===== src/rtl/seq_pkg.sv =====
// Shared constants and helpers for the parametrised serial pattern detector.
// Holds the default patterns, the overlap mode flags and the fill-counter width.
package seq_pkg;

  localparam logic [3:0] PAT_1010 = 4'b1010;
  localparam logic [3:0] PAT_1101 = 4'b1101;

  localparam bit OVL_ON  = 1'b1;
  localparam bit OVL_OFF = 1'b0;

  // The fill counter doubles as the detector state: empty, partially filled, armed.
  typedef enum logic [1:0] {
    ST_EMPTY,
    ST_FILLING,
    ST_ARMED
  } fill_state_t;

  // Bits needed to hold a fill count of 0..n.
  function automatic int fill_w(input int n);
    return $clog2(n + 1);
  endfunction

endpackage


===== src/rtl/sat_counter.sv =====
// Up-counter that sticks at its all-ones value instead of wrapping.
// Used to count pattern matches since reset.
module sat_counter #(
  parameter int W = 8
) (
  input  logic         clk,
  input  logic         rst,
  input  logic         inc,
  output logic [W-1:0] count
);

  logic [W-1:0] count_reg;

  always_ff @(posedge clk) begin
    if (rst) begin
      count_reg <= '0;
    end else if (inc && (count_reg != {W{1'b1}})) begin
      count_reg <= count_reg + 1'b1;
    end
  end

  assign count = count_reg;

endmodule


===== src/rtl/seq_detector_param.sv =====
// Serial MSB-first pattern detector with programmable pattern, overlap mode
// and a saturating match counter; every output is registered.
module seq_detector_param
  import seq_pkg::*;
#(
  parameter int                     PATTERN_LEN = 4,
  parameter logic [PATTERN_LEN-1:0] PATTERN     = PAT_1010,
  parameter bit                     OVERLAP     = OVL_ON,
  parameter int                     CNT_W       = 8
) (
  input  logic                             clk,
  input  logic                             rst,
  input  logic                             in,
  input  logic                             in_valid,
  input  logic                             pat_load,
  input  logic [PATTERN_LEN-1:0]           pat_in,
  output logic                             out,
  output logic [CNT_W-1:0]                 match_count,
  output logic [fill_w(PATTERN_LEN)-1:0]   fill
);

  localparam int            FW   = fill_w(PATTERN_LEN);
  localparam logic [FW-1:0] FULL = FW'(PATTERN_LEN);

  logic [PATTERN_LEN-1:0] pat_reg, pat_next;
  logic [PATTERN_LEN-1:0] hist_reg, hist_next;
  logic [FW-1:0]          fill_reg, fill_next;
  logic                   out_reg, out_next;
  logic                   match_inc;

  fill_state_t            state;
  logic [PATTERN_LEN-1:0] shifted;
  logic [FW-1:0]          filled;

  always_comb begin
    state = ST_FILLING;
    if (fill_reg == '0) begin
      state = ST_EMPTY;
    end else if (fill_reg == FULL) begin
      state = ST_ARMED;
    end
  end

  always_ff @(posedge clk) begin
    if (rst) begin
      pat_reg  <= PATTERN;
      hist_reg <= '0;
      fill_reg <= '0;
      out_reg  <= 1'b0;
    end else begin
      pat_reg  <= pat_next;
      hist_reg <= hist_next;
      fill_reg <= fill_next;
      out_reg  <= out_next;
    end
  end

  always_comb begin
    pat_next  = pat_reg;
    hist_next = hist_reg;
    fill_next = fill_reg;
    out_next  = 1'b0;
    match_inc = 1'b0;
    shifted   = {hist_reg[PATTERN_LEN-2:0], in};

    case (state)
      ST_ARMED: filled = FULL;
      default:  filled = fill_reg + 1'b1;
    endcase

    if (pat_load) begin
      // A new pattern invalidates whatever history was collected against the old one.
      pat_next  = pat_in;
      hist_next = '0;
      fill_next = '0;
    end else if (in_valid) begin
      hist_next = shifted;
      fill_next = filled;
      if ((filled == FULL) && (shifted == pat_reg)) begin
        out_next  = 1'b1;
        match_inc = 1'b1;
        if (!OVERLAP) begin
          hist_next = '0;
          fill_next = '0;
        end
      end
    end
  end

  sat_counter #(
    .W(CNT_W)
  ) u_match_cnt (
    .clk   (clk),
    .rst   (rst),
    .inc   (match_inc),
    .count (match_count)
  );

  assign out  = out_reg;
  assign fill = fill_reg;

endmodule


===== config.mk =====
export PLATFORM = sky130hd
export DESIGN_NAME = seq_detector_param
export DESIGN_NICKNAME = d
export VERILOG_FILES = /design/src/rtl/seq_pkg.sv /design/src/rtl/sat_counter.sv /design/src/rtl/seq_detector_param.sv
export SDC_FILE = /design/constraint.sdc
export NUM_CORES = 1
export LEC_CHECK = 0
export CAP_MARGIN = 20
export CORE_UTILIZATION = 35
export DETAILED_ROUTE_END_ITERATION = 10
export GPL_TIMING_DRIVEN = 0
export PLACE_DENSITY_LB_ADDON = 0.2
export SKIP_LAST_GASP = 1
export SYNTH_ARGS = -nofsm -noshare
export SYNTH_HDL_FRONTEND = slang
export SYNTH_HIERARCHICAL = 1
export SYNTH_SLANG_ARGS = --single-unit

===== constraint.sdc =====
create_clock -name clk -period 2.35 [get_ports clk]
set_input_delay 0.3525 -clock clk [delete_from_list [all_inputs] [get_ports clk]]
set_output_delay 0.3525 -clock clk [all_outputs]
set_load 0.05 [all_outputs]

Word-level counts from Yosys, hierarchy flattened
Index checks and enable logic that the tools add are counted.
W data, S select, Z words.
{"block": "totals", "rom_bits": 0, "memories": 0, "inputBits": 9, "ramBits": 0, "wordCells": 22, "latch_bits": 0, "out_inout_bits": 12, "register_bits": 19}
{"block": "op_classes", "shift": 0, "addsub": 2, "muxes": 6, "n_div": 0, "reduce_logical": 4, "multipliers": 0, "bitwise": 0, "n_eq_ne": 5, "magnitude_cmp": 0}
{"op": "$add A8 B1 Y8 const B", "n": 1}
{"op": "$ne A8 B8 Y1 const B", "n": 1}
{"op": "$eq A3 B3 Y1 const B", "n": 2}
{"op": "$eq A4 B4 Y1", "n": 1}
{"op": "$mux W2", "n": 2}
{"op": "$add A3 B1 Y3 const B", "n": 1}
{"op": "$logic_not A3 Y1", "n": 1}
{"op": "$mux W1", "n": 3}
{"op": "$mux W3", "n": 1}
{"op": "$eq A2 B2 Y1 const B", "n": 1}
{"op": "$logic_and A1 B1 Y1", "n": 2}
{"op": "$reduce_or A2 Y1", "n": 1}

Longest topological paths before layout
{"block": "depth", "word_depth": 11, "depth_mapped": 8, "depth_no_buf": 8}

By module
Netlist, hierarchy kept.
{"module": "seq_detector_param", "n_inst": 1, "seq_area_each_um2": 220.2, "area_per_inst_um2": 531.8, "cells_per_inst": 57}
{"module": "sat_counter", "n_inst": 1, "seq_area_each_um2": 160.2, "area_per_inst_um2": 430.4, "cells_per_inst": 46}

Worst setup path after synthesis
No wires, ideal clock.
{"block": "synth_path", "kind": "flip-flop to flip-flop", "from": "register fill_reg[0], in the netlist fill[0]", "to": "register u_match_cnt.count_reg[3], in the netlist u_match_cnt/count[3]", "n_path_buf": 0, "period_less_slack_ps": 2618, "setup_ps": 69, "t_arrival_ps": 2549, "required_time_ps": 2281, "stages_incl_launch_ff": 9, "path_slack_ps": -268, "path_cell_list": "dfxtp_1 -> inv_1 -> ha_1 -> nor2_1 -> nand4_1 -> nor4_1 -> nand4_1 -> or3_2 -> o21ai_1"}
{"block": "synth_via", "elab_chain_len": 11, "word_cells_on_any_way": 13, "cone_classes": "1 x add/sub; 3 x eq/ne; 6 x mux; 3 x reduce/logical"}
{"element": "start: declaration", "line_no": "seq_detector_param.sv:27", "source": "logic [FW-1:0] fill_reg, fill_next;"}
{"element": "start signal: assignment", "line_no": "seq_detector_param.sv:53", "source": "fill_reg <= fill_next;"}
{"element": "$eq A3 B3 Y1", "line_no": "seq_detector_param.sv:39", "source": "end else if (fill_reg == FULL) begin"}
{"element": "$mux W2", "line_no": "seq_detector_param.sv:39"}
{"element": "$mux W2", "line_no": "seq_detector_param.sv:37", "source": "if (fill_reg == '0) begin"}
{"element": "$eq A2 B2 Y1", "line_no": "seq_detector_param.sv:66", "source": "case (state)"}
{"element": "$mux W3 *", "line_no": "seq_detector_param.sv:66"}
{"element": "named net filled[1]", "line_no": "seq_detector_param.sv:33", "source": "logic [FW-1:0] filled;"}
{"element": "$eq A3 B3 Y1 *", "line_no": "seq_detector_param.sv:79", "source": "if ((filled == FULL) && (shifted == pat_reg)) begin"}
{"element": "$logic_and A1 B1 Y1 *", "line_no": "seq_detector_param.sv:79"}
{"element": "$mux W1 *", "line_no": "seq_detector_param.sv:79"}
{"element": "$mux W1 * (2 in series)"}
{"element": "named net match_inc", "line_no": "seq_detector_param.sv:29", "source": "logic match_inc;"}
{"element": "$logic_and A1 B1 Y1 *", "line_no": "sat_counter.sv:17", "source": "end else if (inc && (count_reg != {W{1'b1}})) begin"}
{"element": "end signal: assignment", "line_no": "sat_counter.sv:18", "source": "count_reg <= count_reg + 1'b1;"}
{"element": "end: declaration", "line_no": "sat_counter.sv:12", "source": "logic [W-1:0] count_reg;"}
Mark *: on every way through the listed nets, which the timed path passes. The rest lies on a longest branch.
A chain may end at the register's enable or synchronous reset.

Worst setup path after layout
{"block": "layout_path", "from": "input port in", "to": "register u_match_cnt.count_reg[3], in the netlist u_match_cnt/count[3]"}
{"block": "layout_via", "elab_chain_len": 6}
{"element": "start: declaration", "line_no": "seq_detector_param.sv:13", "source": "input logic in,"}
{"element": "$eq A4 B4 Y1", "line_no": "seq_detector_param.sv:79"}
{"element": "$logic_and A1 B1 Y1", "line_no": "seq_detector_param.sv:79"}
{"element": "$mux W1", "line_no": "seq_detector_param.sv:79"}
{"element": "$mux W1 (2 in series)"}
{"element": "named net match_inc", "line_no": "seq_detector_param.sv:29"}
{"element": "$logic_and A1 B1 Y1", "line_no": "sat_counter.sv:17"}
The timed path passes the listed nets, and every way through them passes these cells.

==> results.txt <==
Slew Limit Fails = 0
Buf/Inv on CP = 1
cell with the most instances after synthesis = dfxtp_1
Max FO, Critical Path = 6
Hold WS = 0.300 ns
Routed Antenna Nets = 0
Worst EP required = 2.59 ns
Worst-path clk slew = 0.11 ns
CTS Root Cell = clkbuf_4
Num CTS Buffers = 3
routed vias/inst = 5.25
Post-synth top cells = 19 x dfxtp_1, 9 x mux2i_1, 9 x nor2_1
max cap viols = 0
Net Sw Frac = 24.0%
layout cells sized above 1 = 12.0%
Least-Margin Pin Slew = 0.498 ns
worst path cell trace = clkdlybuf4s50_1 > xnor2_1 > or2b_1 > nor4_4 > nand4_1 > or3_2 > o21ai_1
DR WL/cell = 12.0 um
clock power share = 30.0%
Inserted Diodes = 0
Leak = 0.457 nW
Pwr Density = 454 mW/mm2
Syn. warnings = 6
max reg flops = 8
# H-tree levels = 1
combinational power share = 10.1%
Largest stage delay, worst path = 0.52 ns
pre-CTS WS = -0.136 ns
FP Rows = 18
Hold Path Class = input pin to register
Net Switching = 0.000134 W
Total Neg Setup Slack = 0 ns
DRC violations left = 0
DP HPWL = 1430 um
Routed WL = 1850 um
setup ws final = 0.196 ns
I/O pins = 21
Synth top area share = 39.5%
initial DRC count = 10
prevailing post-synth register cell = dfxtp_1
routability cong. = 0.807
DIE AREA = 0.00296 mm2
unrepaired setup endpoints after global routing = no
Slowest cell on crit path = clkdlybuf4s50_1
register area share after synthesis = 39.5%
Worst VDD drop = 0.273 mV
fin util = 48.1%
# port buffers = 18
vias in the first global route = 710
initial antenna violation count = 0
CP delay by family, top = simple AND/OR/NAND/NOR gates
worst-skew pair later-pin latency = 0.29 ns
clock buffer depth = 2
clock sink count = 19
first-pass GRT wire length = 2980 um
grt total ovfl = 0
CTS tree = done
drt pass-1 iters = 4
Mapped Cells = 103
Post-synth EDFFs = 0
relative slew slack = 66.7%
hold-fix buffers at CTS = 0
Pint = 0.000422 W
min Tclk post-route = 2.15 ns
Final nets = 138
f_max = 0.464 GHz
Die Span Y = 54.4 um
Synth Cell Area = 962 um2
Core Region = 0.00254 mm2
Initial Utilization = 37.8%
Area Overhead vs Synth = 27.2%
number of synthesized register bits = 19
Arr. time, crit path = 2.39 ns
startpoint types = input pin
Setup Skew = 0.00194 ns
crit path capture type = register
syn_area_per_cell = 9.34 um2
Yosys cell types = 36
Reg power frac = 59.9%
via count = 813
largest net degree at the start of global routing = 14
fin crit share = 91.7%
cell taking the most area after synthesis = dfxtp_1
syn_nets = 115
outcome = complete, no violations
Async SR Flop Fraction = 0%
GR Util All Layers = 14.3%
Crit Path Category = input pin to register
Final Power = 0.000556 W
Hold Vio Cnt, Final = 0
Setup violations, final = 0
Die Wd = 54.4 um
largest cells by area after synthesis = dfxtp_1 40%, mux2i_1 9.4%, ha_1 3.9%
==> per-layer routing <==
layer  up-vias  wire length, um  global-route usage [%]
li1        414                -                       -
met1       387              876                    18.2
met2        10              916                    22.8
met3         2               47                    3.33
met4         0               12                    6.41
met5         -                0                       0
==> cell usage in the layout, fill, tap and decap left out, types with 3 or more instances in the layout <==
master	synthesis	routed
dfxtp_1	19	17
a21oi_1	7	7
nand4_1	3	3
mux2i_1	9	9
inv_1	6	6
clkbuf_4	0	3
ha_1	3	3
nand2b_1	5	5
nor2_1	9	9
clkdlybuf4s50_1	0	18
nand2_1	7	7
==> cell type report <==
class,count,area [um2]
multi-input cells,74,543
clock buffers,4,26.3
inverters,6,22.5
repair buffers,18,180
plain buffers,4,31.3
fillers,269,1320
flip-flops and latches,19,383
well taps,30,37.5
==> worst paths after layout <==
path                                              start                           endpoint  slack (ns)  cells after the start
worst max-delay path                                 in  u_match_cnt/count[3]$_SDFFE_PP0P_        0.20                      7
worst min register to register  pat_reg[1]$_SDFFE_PP1P_            pat_reg[1]$_SDFFE_PP1P_        0.50                      2
worst min-delay path                           pat_load            pat_reg[1]$_SDFFE_PP1P_        0.30                      2
worst max register to register     fill[0]$_SDFFE_PP0P_  u_match_cnt/count[3]$_SDFFE_PP0P_        0.21                      8
==> power groups by stage <==
stage,logic [W],registers [W],clock network [W]
floorplan,0.0000306,0.000343,0
global placement,0.0000540,0.000340,0
detailed placement,0.0000559,0.000340,0
CTS,0.0000570,0.000333,0.000174
global route,0.0000614,0.000334,0.000190
finish,0.0000559,0.000333,0.000167
==> worst register-to-register path, stage by stage (launching register included) <==
cell	delay (ns)
dfxtp_2	0.38
inv_1	0.05
ha_1	0.30
nor2_1	0.09
nand4_1	0.21
nor4_4	0.33
nand4_1	0.21
or3_2	0.44
o21ai_1	0.08
==> through the flow <==
step | area [um2] | instances
floorplan | 971 | 103
global placement | 1190 | 151
detailed placement | 1190 | 151
CTS | 1220 | 155
global route | 1220 | 155
finish | 1220 | 155
==> timing repair <==
item | 4_1_cts | 5_1_grt
endpoints found under the setup margin | 1 | 1
resized for setup | 1 | 0
buffers inserted | 0 | 0
pin swaps | 0 | 1
==> logic make-up after synthesis <==
family / after synthesis / share of synthesized area [%]
compound gates: 20 / 15.1
flops: 19 / 39.5
xor+xnor: 1 / 0.910
simple gates: 40 / 24.1
buf+inv: 10 / 5.59
fa+ha+maj: 3 / 3.90
mux: 10 / 10.9
Power figures use the tool's default switching activity.
